`src/rtl/uart_pkg.sv`:
```
// Shared types and constants for the 8N1 UART: FSM state encoding and the
// oversampling/frame constants used by both serial engines.
package uart_pkg;
  typedef enum logic [1:0] {IDLE, START, DATA, STOP} uart_state_e;

  localparam int OVERSAMPLE = 16;
  localparam int DBIT       = 8;
endpackage

```
`src/rtl/uart_core_if.sv`:
```
// Processor-side byte interface plus the serial pins and baud divisor of uart_core.
interface uart_core_if #(parameter int DBIT = 8);
  logic            rd_uart;
  logic            wr_uart;
  logic            rx;
  logic [DBIT-1:0] w_data;
  logic [10:0]     dvsr;
  logic            tx_full;
  logic            rx_empty;
  logic            tx;
  logic [DBIT-1:0] r_data;

  modport master (
    output rd_uart, wr_uart, rx, w_data, dvsr,
    input  tx_full, rx_empty, tx, r_data
  );

  modport slave (
    input  rd_uart, wr_uart, rx, w_data, dvsr,
    output tx_full, rx_empty, tx, r_data
  );
endinterface

```
`src/rtl/baud_gen.sv`:
```
// Free-running divider producing a 1-cycle oversampling tick every dvsr+1 clocks.
module baud_gen (
  input  logic        clk,
  input  logic        reset,
  input  logic [10:0] i_dvsr,
  output logic        o_tick
);
  logic [10:0] r_cnt;
  logic [10:0] r_dvsr;

  // Divisor is captured only at wrap so a change never truncates a period.
  always_ff @(posedge clk) begin
    if (reset) begin
      r_cnt  <= '0;
      r_dvsr <= i_dvsr;
    end else if (r_cnt == r_dvsr) begin
      r_cnt  <= '0;
      r_dvsr <= i_dvsr;
    end else begin
      r_cnt <= r_cnt + 11'd1;
    end
  end

  assign o_tick = (r_cnt == r_dvsr);
endmodule

```
`src/rtl/fifo.sv`:
```
// Circular-buffer FIFO with registered full/empty flags and fall-through read data.
module fifo #(
  parameter int DW = 8,
  parameter int AW = 2
) (
  input  logic          clk,
  input  logic          reset,
  input  logic          i_rd,
  input  logic          i_wr,
  input  logic [DW-1:0] i_wdata,
  output logic          o_empty,
  output logic          o_full,
  output logic [DW-1:0] o_rdata
);
  logic [DW-1:0] r_mem [2**AW];
  logic [AW-1:0] r_wptr, r_rptr;
  logic          r_full, r_empty;
  logic [AW-1:0] w_wptr_nx, w_rptr_nx, w_wsucc, w_rsucc;
  logic          w_full_nx, w_empty_nx, w_we;

  assign w_wsucc = r_wptr + AW'(1);
  assign w_rsucc = r_rptr + AW'(1);

  always_comb begin
    w_wptr_nx  = r_wptr;
    w_rptr_nx  = r_rptr;
    w_full_nx  = r_full;
    w_empty_nx = r_empty;
    w_we       = 1'b0;
    unique case ({i_wr, i_rd})
      2'b01: begin
        if (!r_empty) begin
          w_rptr_nx  = w_rsucc;
          w_full_nx  = 1'b0;
          w_empty_nx = (w_rsucc == r_wptr);
        end
      end
      2'b10: begin
        if (!r_full) begin
          w_we       = 1'b1;
          w_wptr_nx  = w_wsucc;
          w_empty_nx = 1'b0;
          w_full_nx  = (w_wsucc == r_rptr);
        end
      end
      2'b11: begin
        // When full the pop frees the head slot that the push then reuses.
        w_we      = 1'b1;
        w_wptr_nx = w_wsucc;
        if (r_empty) begin
          w_empty_nx = 1'b0;
          w_full_nx  = (w_wsucc == r_rptr);
        end else begin
          w_rptr_nx = w_rsucc;
        end
      end
      default: ;
    endcase
  end

  always_ff @(posedge clk) begin
    if (reset) begin
      r_wptr  <= '0;
      r_rptr  <= '0;
      r_full  <= 1'b0;
      r_empty <= 1'b1;
    end else begin
      r_wptr  <= w_wptr_nx;
      r_rptr  <= w_rptr_nx;
      r_full  <= w_full_nx;
      r_empty <= w_empty_nx;
    end
  end

  always_ff @(posedge clk) begin
    if (w_we) r_mem[r_wptr] <= i_wdata;
  end

  assign o_rdata = r_mem[r_rptr];
  assign o_full  = r_full;
  assign o_empty = r_empty;
endmodule

```
`src/rtl/uart_rx.sv`:
```
// 8N1 receiver: synchronises rx, centres on the start bit, samples mid-bit.
module uart_rx import uart_pkg::*; #(
  parameter int DBIT    = uart_pkg::DBIT,
  parameter int SB_TICK = 16
) (
  input  logic            clk,
  input  logic            reset,
  input  logic            i_rx,
  input  logic            i_s_tick,
  output logic            o_rx_done_tick,
  output logic [DBIT-1:0] o_dout
);
  localparam logic [5:0] MID_LAST  = 6'(OVERSAMPLE / 2 - 1);
  localparam logic [5:0] BIT_LAST  = 6'(OVERSAMPLE - 1);
  localparam logic [5:0] STOP_LAST = 6'(SB_TICK - 1);
  localparam logic [3:0] NB_LAST   = 4'(DBIT - 1);

  logic            r_sync1, r_sync2;
  uart_state_e     r_state, w_state_nx;
  logic [5:0]      r_s, w_s_nx;
  logic [3:0]      r_n, w_n_nx;
  logic [DBIT-1:0] r_b, w_b_nx;

  always_ff @(posedge clk) begin
    if (reset) begin
      r_sync1 <= 1'b1;
      r_sync2 <= 1'b1;
      r_state <= IDLE;
      r_s     <= '0;
      r_n     <= '0;
      r_b     <= '0;
    end else begin
      r_sync1 <= i_rx;
      r_sync2 <= r_sync1;
      r_state <= w_state_nx;
      r_s     <= w_s_nx;
      r_n     <= w_n_nx;
      r_b     <= w_b_nx;
    end
  end

  always_comb begin
    w_state_nx     = r_state;
    w_s_nx         = r_s;
    w_n_nx         = r_n;
    w_b_nx         = r_b;
    o_rx_done_tick = 1'b0;
    unique case (r_state)
      IDLE: begin
        if (!r_sync2) begin
          w_state_nx = START;
          w_s_nx     = '0;
        end
      end
      START: begin
        if (i_s_tick) begin
          if (r_s == MID_LAST) begin
            w_state_nx = DATA;
            w_s_nx     = '0;
            w_n_nx     = '0;
          end else begin
            w_s_nx = r_s + 6'd1;
          end
        end
      end
      DATA: begin
        if (i_s_tick) begin
          if (r_s == BIT_LAST) begin
            w_s_nx = '0;
            w_b_nx = {r_sync2, r_b[DBIT-1:1]};
            if (r_n == NB_LAST) w_state_nx = STOP;
            else                w_n_nx     = r_n + 4'd1;
          end else begin
            w_s_nx = r_s + 6'd1;
          end
        end
      end
      STOP: begin
        if (i_s_tick) begin
          if (r_s == STOP_LAST) begin
            w_state_nx     = IDLE;
            o_rx_done_tick = 1'b1;
          end else begin
            w_s_nx = r_s + 6'd1;
          end
        end
      end
    endcase
  end

  assign o_dout = r_b;
endmodule

```
`src/rtl/uart_tx.sv`:
```
// 8N1 transmitter: serialises the FIFO head LSB first, 16 ticks per bit.
module uart_tx import uart_pkg::*; #(
  parameter int DBIT    = uart_pkg::DBIT,
  parameter int SB_TICK = 16
) (
  input  logic            clk,
  input  logic            reset,
  input  logic            i_tx_start,
  input  logic            i_s_tick,
  input  logic [DBIT-1:0] i_din,
  output logic            o_tx_done_tick,
  output logic            o_tx
);
  localparam logic [5:0] BIT_LAST  = 6'(OVERSAMPLE - 1);
  localparam logic [5:0] STOP_LAST = 6'(SB_TICK - 1);
  localparam logic [3:0] NB_LAST   = 4'(DBIT - 1);

  uart_state_e     r_state, w_state_nx;
  logic [5:0]      r_s, w_s_nx;
  logic [3:0]      r_n, w_n_nx;
  logic [DBIT-1:0] r_b, w_b_nx;
  logic            r_tx, w_tx_nx;

  always_ff @(posedge clk) begin
    if (reset) begin
      r_state <= IDLE;
      r_s     <= '0;
      r_n     <= '0;
      r_b     <= '0;
      r_tx    <= 1'b1;
    end else begin
      r_state <= w_state_nx;
      r_s     <= w_s_nx;
      r_n     <= w_n_nx;
      r_b     <= w_b_nx;
      r_tx    <= w_tx_nx;
    end
  end

  always_comb begin
    w_state_nx     = r_state;
    w_s_nx         = r_s;
    w_n_nx         = r_n;
    w_b_nx         = r_b;
    w_tx_nx        = r_tx;
    o_tx_done_tick = 1'b0;
    unique case (r_state)
      IDLE: begin
        w_tx_nx = 1'b1;
        if (i_tx_start) begin
          w_state_nx = START;
          w_s_nx     = '0;
          w_b_nx     = i_din;
        end
      end
      START: begin
        w_tx_nx = 1'b0;
        if (i_s_tick) begin
          if (r_s == BIT_LAST) begin
            w_state_nx = DATA;
            w_s_nx     = '0;
            w_n_nx     = '0;
          end else begin
            w_s_nx = r_s + 6'd1;
          end
        end
      end
      DATA: begin
        w_tx_nx = r_b[0];
        if (i_s_tick) begin
          if (r_s == BIT_LAST) begin
            w_s_nx = '0;
            w_b_nx = {1'b0, r_b[DBIT-1:1]};
            if (r_n == NB_LAST) w_state_nx = STOP;
            else                w_n_nx     = r_n + 4'd1;
          end else begin
            w_s_nx = r_s + 6'd1;
          end
        end
      end
      STOP: begin
        w_tx_nx = 1'b1;
        if (i_s_tick) begin
          if (r_s == STOP_LAST) begin
            w_state_nx     = IDLE;
            o_tx_done_tick = 1'b1;
          end else begin
            w_s_nx = r_s + 6'd1;
          end
        end
      end
    endcase
  end

  assign o_tx = r_tx;
endmodule

```
`src/rtl/uart_core.sv`:
```
// Full-duplex 8N1 UART: baud generator, TX/RX engines and a 4-entry FIFO per direction.
module uart_core import uart_pkg::*; #(
  parameter int DBIT    = uart_pkg::DBIT,
  parameter int SB_TICK = 16,
  parameter int FIFO_AW = 2
) (
  input  logic        clk,
  input  logic        reset,
  uart_core_if.slave  bus
);
  logic            w_tick;
  logic            w_tx_done, w_tx_empty;
  logic [DBIT-1:0] w_tx_head;
  logic            w_rx_done, w_rx_full;
  logic [DBIT-1:0] w_rx_byte;

  baud_gen u_baud (
    .clk    (clk),
    .reset  (reset),
    .i_dvsr (bus.dvsr),
    .o_tick (w_tick)
  );

  fifo #(.DW(DBIT), .AW(FIFO_AW)) u_tx_fifo (
    .clk     (clk),
    .reset   (reset),
    .i_rd    (w_tx_done),
    .i_wr    (bus.wr_uart),
    .i_wdata (bus.w_data),
    .o_empty (w_tx_empty),
    .o_full  (bus.tx_full),
    .o_rdata (w_tx_head)
  );

  uart_tx #(.DBIT(DBIT), .SB_TICK(SB_TICK)) u_tx (
    .clk            (clk),
    .reset          (reset),
    .i_tx_start     (~w_tx_empty),
    .i_s_tick       (w_tick),
    .i_din          (w_tx_head),
    .o_tx_done_tick (w_tx_done),
    .o_tx           (bus.tx)
  );

  uart_rx #(.DBIT(DBIT), .SB_TICK(SB_TICK)) u_rx (
    .clk            (clk),
    .reset          (reset),
    .i_rx           (bus.rx),
    .i_s_tick       (w_tick),
    .o_rx_done_tick (w_rx_done),
    .o_dout         (w_rx_byte)
  );

  fifo #(.DW(DBIT), .AW(FIFO_AW)) u_rx_fifo (
    .clk     (clk),
    .reset   (reset),
    .i_rd    (bus.rd_uart),
    .i_wr    (w_rx_done & ~w_rx_full),
    .i_wdata (w_rx_byte),
    .o_empty (bus.rx_empty),
    .o_full  (w_rx_full),
    .o_rdata (bus.r_data)
  );
endmodule

```
`src/flat_wrapper.sv`:
```
// flat-port wrapper written by rule: the top's interface ports become plain ports
module uart_core_flat import uart_pkg::*;
#(
  parameter int DBIT    = uart_pkg::DBIT,
  parameter int SB_TICK = 16,
  parameter int FIFO_AW = 2
)
  (clk, reset, bus_rd_uart, bus_wr_uart, bus_rx, bus_w_data, bus_dvsr, bus_tx_full, bus_rx_empty, bus_tx, bus_r_data);
  uart_core_if #(.DBIT(DBIT)) bus_i ();
  input  logic clk;
  input  logic reset;
  input wire logic [$bits(bus_i.rd_uart)-1:0] bus_rd_uart;
  input wire logic [$bits(bus_i.wr_uart)-1:0] bus_wr_uart;
  input wire logic [$bits(bus_i.rx)-1:0] bus_rx;
  input wire logic [$bits(bus_i.w_data)-1:0] bus_w_data;
  input wire logic [$bits(bus_i.dvsr)-1:0] bus_dvsr;
  output wire logic [$bits(bus_i.tx_full)-1:0] bus_tx_full;
  output wire logic [$bits(bus_i.rx_empty)-1:0] bus_rx_empty;
  output wire logic [$bits(bus_i.tx)-1:0] bus_tx;
  output wire logic [$bits(bus_i.r_data)-1:0] bus_r_data;
  assign bus_i.rd_uart = bus_rd_uart;
  assign bus_i.wr_uart = bus_wr_uart;
  assign bus_i.rx = bus_rx;
  assign bus_i.w_data = bus_w_data;
  assign bus_i.dvsr = bus_dvsr;
  assign bus_tx_full = bus_i.tx_full;
  assign bus_rx_empty = bus_i.rx_empty;
  assign bus_tx = bus_i.tx;
  assign bus_r_data = bus_i.r_data;
  uart_core #(.DBIT(DBIT), .SB_TICK(SB_TICK), .FIFO_AW(FIFO_AW)) u_core (.clk(clk), .reset(reset), .bus(bus_i));
endmodule
```
`config.mk`:
```
export PLATFORM = sky130hd
export DESIGN_NAME = uart_core_flat
export DESIGN_NICKNAME = d
export VERILOG_FILES = /design/src/rtl/uart_pkg.sv /design/src/rtl/uart_core_if.sv /design/src/rtl/baud_gen.sv /design/src/rtl/fifo.sv /design/src/rtl/uart_rx.sv /design/src/rtl/uart_tx.sv /design/src/rtl/uart_core.sv /design/src/flat_wrapper.sv
export SDC_FILE = /design/constraint.sdc
export NUM_CORES = 1
export LEC_CHECK = 0
export CORE_ASPECT_RATIO = 1.75
export CORE_MARGIN = 2
export CORE_UTILIZATION = 31
export DETAILED_ROUTE_END_ITERATION = 10
export SYNTH_ARGS = -nofsm -noshare
export SYNTH_HDL_FRONTEND = slang
export SYNTH_SLANG_ARGS = --single-unit
```
`constraint.sdc`:
```
create_clock -name clk -period 2.9 [get_ports clk]
set_input_delay 0.58 -clock clk [delete_from_list [all_inputs] [get_ports clk]]
set_output_delay 0.58 -clock clk [all_outputs]
set_load 0.02 [all_outputs]
```
Yosys cells after proc, flatten, opt, wreduce, memory -nomap -nowiden

Memory sizes are Yosys's and may differ from the RTL's. A register that Yosys moved wholly into a read port is not among the register bits.
Index checks and enable logic that the tools add are counted.

Add/sub/neg operators: 9
Equal/unequal tests: 49
Reduce and logical (&&, ||, !) cells: 31
Bitwise operators: 4
Mux-type cells: 87

Operators with widths:

| kind                    | count |
|---|---|
| $mux W6                 | 12 |
| $mux W2                 | 22 |
| $mux W4                 | 10 |
| $ne A2 B2 Y1 const B    | 20 |
| $mux W8                 | 3 |
| $pmux W6 S4             | 1 |
| $mux W1                 | 22 |
| $mux W11                | 2 |
| $pmux W6 S3             | 1 |
| $eq A2 B2 Y1 const B    | 8 |
| $pmux W2 S4             | 2 |
| $pmux W4 S2             | 2 |
| $pmux W8 S2             | 1 |
| $reduce_and A8 Y1       | 2 |
| $pmux W1 S3             | 5 |
| $ne A2 B1 Y1 const B    | 7 |
| $add A6 B1 Y6 const B   | 2 |
| $eq A6 B4 Y1 const B    | 2 |
| $reduce_and A2 Y1       | 6 |
| $reduce_and A6 Y1       | 2 |
| $reduce_bool A2 Y1      | 6 |
| $add A11 B1 Y11 const B | 1 |
| $eq A11 B11 Y1          | 1 |
| $reduce_or A2 Y1        | 5 |
| 15 further kinds        | 35 |

Bits in registers: 77
Memories kept: 2
Memory bits (writable): 64
Bits of input ports: 24
Word-level logic and storage cells: 203

Memories:

| name                   | depth | width | rd ports | clocked after Yosys merged registers in | write ports | line       | source |
|---|---|---|---|---|---|---|---|
| u_core.u_rx_fifo.r_mem | 4     | 8     | 1        | 1                                       | 1           | fifo.sv:15 | `logic [DW-1:0] r_mem [2**AW];` |
| u_core.u_tx_fifo.r_mem | 4     | 8     | 1        | 1                                       | 1           | fifo.sv:15 |  |

Depth between registers and ports, before layout

Depth after elaboration: 10
Mapped depth: 9
Gate-level depth less buffers: 8

By module

From an unflattened synthesis, not the netlist that was laid out.

Cell total of the unflattened synthesis: 527
Area, all modules: 6522.5 um2

By module, submodules not included:

| module    | instances | area an instance (um2) | cells each | sequential area each (um2) |
|---|---|---|---|---|
| fifo      | 2         | 1607.8                 | 93         | 1121.1 |
| uart_rx   | 1         | 1184.9                 | 132        | 440.4 |
| uart_tx   | 1         | 1161.1                 | 128        | 420.4 |
| baud_gen  | 1         | 943.4                  | 79         | 550.5 |
| uart_core | 1         | 17.5                   | 2          | 0.0 |

Worst setup path before layout

OpenSTA, ideal clock, no wires.

Path type: register to register
Start point: register u_core.u_baud.r_dvsr[6]
End point: register u_core.u_baud.r_dvsr[0], enable pin
Arrival: 1.885 ns
Buffers on the path: 2
Period minus slack after synthesis: 2.265 ns
Stages on the path, launching flop included: 7
Library setup time: 0.380 ns
Path slack: 0.635 ns
Path through: edfxtp_1 xor2_1 nor4_1 nand3_1 buf_2 nand2_1 clkbuf_1

Word-level cells in the longest chain between the ends: 2

Ends and longest elaborated chain:

| what                                | line           | source |
|---|---|---|
| start: declaration                  | baud_gen.sv:9  | `logic [10:0] r_dvsr;` |
| start signal: assignment            | baud_gen.sv:15 | `r_dvsr <= i_dvsr;` |
| start signal: assignment            | baud_gen.sv:18 | `r_dvsr <= i_dvsr;` |
| $eq A11 B11 Y1                      | baud_gen.sv:16 | `end else if (r_cnt == r_dvsr) begin` |
| $reduce_bool A2 Y1 (no source line) | -              |  |

No other way between the ends.
A chain may end at the register's enable or synchronous reset.

==> run_results.csv <==
group,metric,value,unit
sta,fin_crit_sh,95.19,%
detailed_routing,via_count,3913,
sta,setup_viol,0,
synthesis,synth_cell_type_count,55,
critical_path,path_max_fanout,8,
sta,rsz0062_at_grt,"no",
floorplan,die_y,191.4,um
floorplan,die_area,0.02127,mm2
synthesis,synthesis.nets,558,
clock_tree,cts_hold_buf,0,
critical_path,crit_required,2320,ps
floorplan,pin_count,35,
floorplan,initial_core_util,31.52,%
critical_path,crit_arrival,2180,ps
sta,finalSetupTns,0,ps
global_routing,grt_use_total,11.58,%
place,routabilityCongestion,0.7849,
detailed_routing,drt-pass1-iter-count,4,
sta,finalClockSkew,8.107,ps
synthesis,synth-edff-count,75,
hold_path,hold_class,"reg -> reg",
clock_tree,cts_buffer_depth,2,
cells_and_area,final_core_util,37.81,%
cells_and_area,nNetsFinal,601,
place,dp_hpwl,8638,um
detailed_routing,dr_wl_met2,6513,um
critical_path,critPathKind,"reg -> out",
sta,worst_slew_pin_slew,576.6,ps
sta,relSlewSlack,61.22,%
sta,drv_slew,0,
global_routing,grt_pass1_wl,19910,um
pwr,power.leakage,0.002669,uW
outcome,status,"finished, final reports clean",
clock_tree,clockRootBuffer,"clkbuf_16",
detailed_routing,wl,11710,um
detailed_routing,drtIter0Drc,163,
synthesis,synth-seq-cells,145,
critical_path,rr_startpoint,"u_core.u_baud.r_dvsr[9]",
sta,fmax,362.2,MHz
detailed_routing,top_layer_used,"met4",
synthesis,yosysSeqAreaShare,58.72,%
critical_path,start_kind,"flip-flop",
cells_and_area,antenna_cells,0,
clock_tree,cts.htree.levels,4,
clock_tree,cts.repair.resized,0,
synthesis,postSynthCellCount,512,
floorplan,die_x,111.1,um
cells_and_area,drive_above_1_share,12.15,%
critical_path,cp-end-kind,"output pin",
synthesis,netlist_area,0.006222,mm2
place,placed_cells,781,
clock_tree,clkTransAtPathRegs,60,ps
pwr,finalPower,5311,uW
synthesis,ys.flop_type,"edfxtp_1",
synthesis,yosysTopAreaCellShare,36.20,%
clock_tree,cts_tree,"yes",
global_routing,grt_overflow,0,
clock_tree,clock-sinks,145,
detailed_routing,final_antenna_net_count,0,
place,portBuffers,34,
synthesis,ys_async_sr_fraction,0,%
global_routing,grt_pass1_vias,4200,
detailed_routing,wl_per_cell,14.40,um
detailed_routing,drc_errors,0,
global_routing,grt_max_degree,22,
synthesis,syn_area_per_cell,12.15,um2
global_routing,grt_antenna_before_repair,0,
job,cap_violations,0,
detailed_routing,wl_met3,367,um
clock_tree,cts_buffers,17,
sta,min_period,2761,ps
cells_and_area,final_cells,813,
hold_path,min_from,"u_core.u_rx.r_sync1",
clock_tree,worstSkewPairLatency,410,ps
floorplan,placementRows,68,
sta,fin_ws,139.4,ps
synthesis,synthTopCellsByArea,"edfxtp_1 (36%), dfxtp_1 (23%), mux4_2 (5.8%)",
cells_and_area,area_delta_synth_final,19.95,%
synthesis,yosysTopAreaCell,"edfxtp_1",
place,pre_cts_ws,253.9,ps
sta,timing.final.hold_violations,0,
detailed_routing,m1WireLength,4656,um
clock_tree,post_cts_buffers,0,
detailed_routing,viasPerCell,4.813,
synthesis,yosys_warnings,0,
pwr,irDropWorstVdd,0.3561,mV
pwr,power.density,711.6,mW/mm2
floorplan,core,0.01974,mm2
[cell usage in the layout, fill, tap and decap left out, types with 10 or more instances in the layout]
cell / n
edfxtp_1: 75
dfxtp_1: 70
nor2_1: 57
nand2_1: 38
clkdlybuf4s50_1: 33
xor2_1: 24
ha_1: 22
a21oi_1: 19
nand3_1: 18
clkbuf_16: 18
inv_1: 16
mux4_2: 16
mux2i_1: 14
nor3_1: 12
and2_1: 12
o21ai_0: 11
xnor2_1: 10
[worst max-delay path, stage by stage (launching register included)]
cell             delay [ps]
dfxtp_1                 650
mux4_2                  580
clkdlybuf4s50_1         550
[Yosys cell counts (14+ instances only)]
| cell | count |
|---|---|
| a21oi_1 | 19 |
| clkbuf_1 | 16 |
| dfxtp_1 | 70 |
| edfxtp_1 | 75 |
| ha_1 | 22 |
| inv_1 | 16 |
| mux2i_1 | 14 |
| mux4_2 | 16 |
| nand2_1 | 38 |
| nand3_1 | 18 |
| nor2_1 | 57 |
| xor2_1 | 24 |
[final timing paths]
check / slack [ps] / cells after the start / to
hold reg to reg: 420 / 1 / u_core.u_rx.r_sync2
setup reg to reg: 290 / 5 / u_core.u_rx_fifo.r_mem[2][3]
setup / recovery: 140 / 2 / bus_r_data[6]
hold / removal: 420 / 1 / u_core.u_rx.r_sync2
[metrics by stage]
stage	hold slack [ps]	instance area, um2
2_1_floorplan	389.5	6222
5_1_grt	436.2	7463
4_1_cts	423.8	7463
6_report	425.0	7463
3_3_place_gp	401.3	6858
3_5_place_dp	398.5	6858
[area by class of cell]
class / count / area, um2
fillers: 1940 / 12280
flip-flops and latches: 145 / 3654
multi-input cells: 331 / 2431
clock buffers: 19 / 464.2
repair buffers: 43 / 402.9
well taps: 245 / 306.5
clock inverters: 13 / 141.4
inverters: 17 / 63.81
[sequential cells by signal (all words and copies together) (netlist names), 2 cells and up, named ones only]
| signal | flops |
|---|---|
| u_core.u_tx.r_n | 4 |
| u_core.u_baud.r_cnt | 11 |
| u_core.u_tx_fifo.r_rptr | 2 |
| u_core.u_rx.r_s | 6 |
| u_core.u_baud.r_dvsr | 11 |
| u_core.u_rx.o_dout | 8 |
| u_core.u_tx.r_b | 8 |
| u_core.u_rx_fifo.r_mem | 32 |
| u_core.u_rx.r_n | 4 |
| u_core.u_rx_fifo.r_rptr | 2 |
| u_core.u_tx.r_s | 6 |
| u_core.u_tx_fifo.r_mem | 32 |
| u_core.u_rx_fifo.r_wptr | 2 |
| u_core.u_tx_fifo.r_wptr | 2 |
| u_core.u_rx.r_state | 2 |
| u_core.u_tx.r_state | 2 |
[kinds of logic (layout without fill, tap and decap cells)]
kind of cell / count (synthesis) / in the layout / share of synthesized area (%)
AND/OR/NAND/NOR: 178 / 178 / 13.96
flip-flops: 145 / 145 / 58.72
AO/OA/AOI/OAI: 66 / 66 / 7.682
buffers and inverters: 36 / 92 / 2.212
XOR/XNOR: 34 / 34 / 4.786
multiplexers: 31 / 31 / 8.224
adder cells (fa/ha/maj): 22 / 22 / 4.424
[where the power goes]
group	switching [uW]	leakage [uW]	internal (uW)
combinational	478	0.00110	316
sequential	62.8	0.00127	2260
clock	908	0.000300	1290
total	1450	0.00267	3860
[layer usage]
layer	vias to the layer above	GRT usage, %
met5	-	0
met4	0	4.274
met3	13	2.695
met2	57	22.44
met1	1885	12.03
li1	1958	-
(Power assumes the default switching activity.)
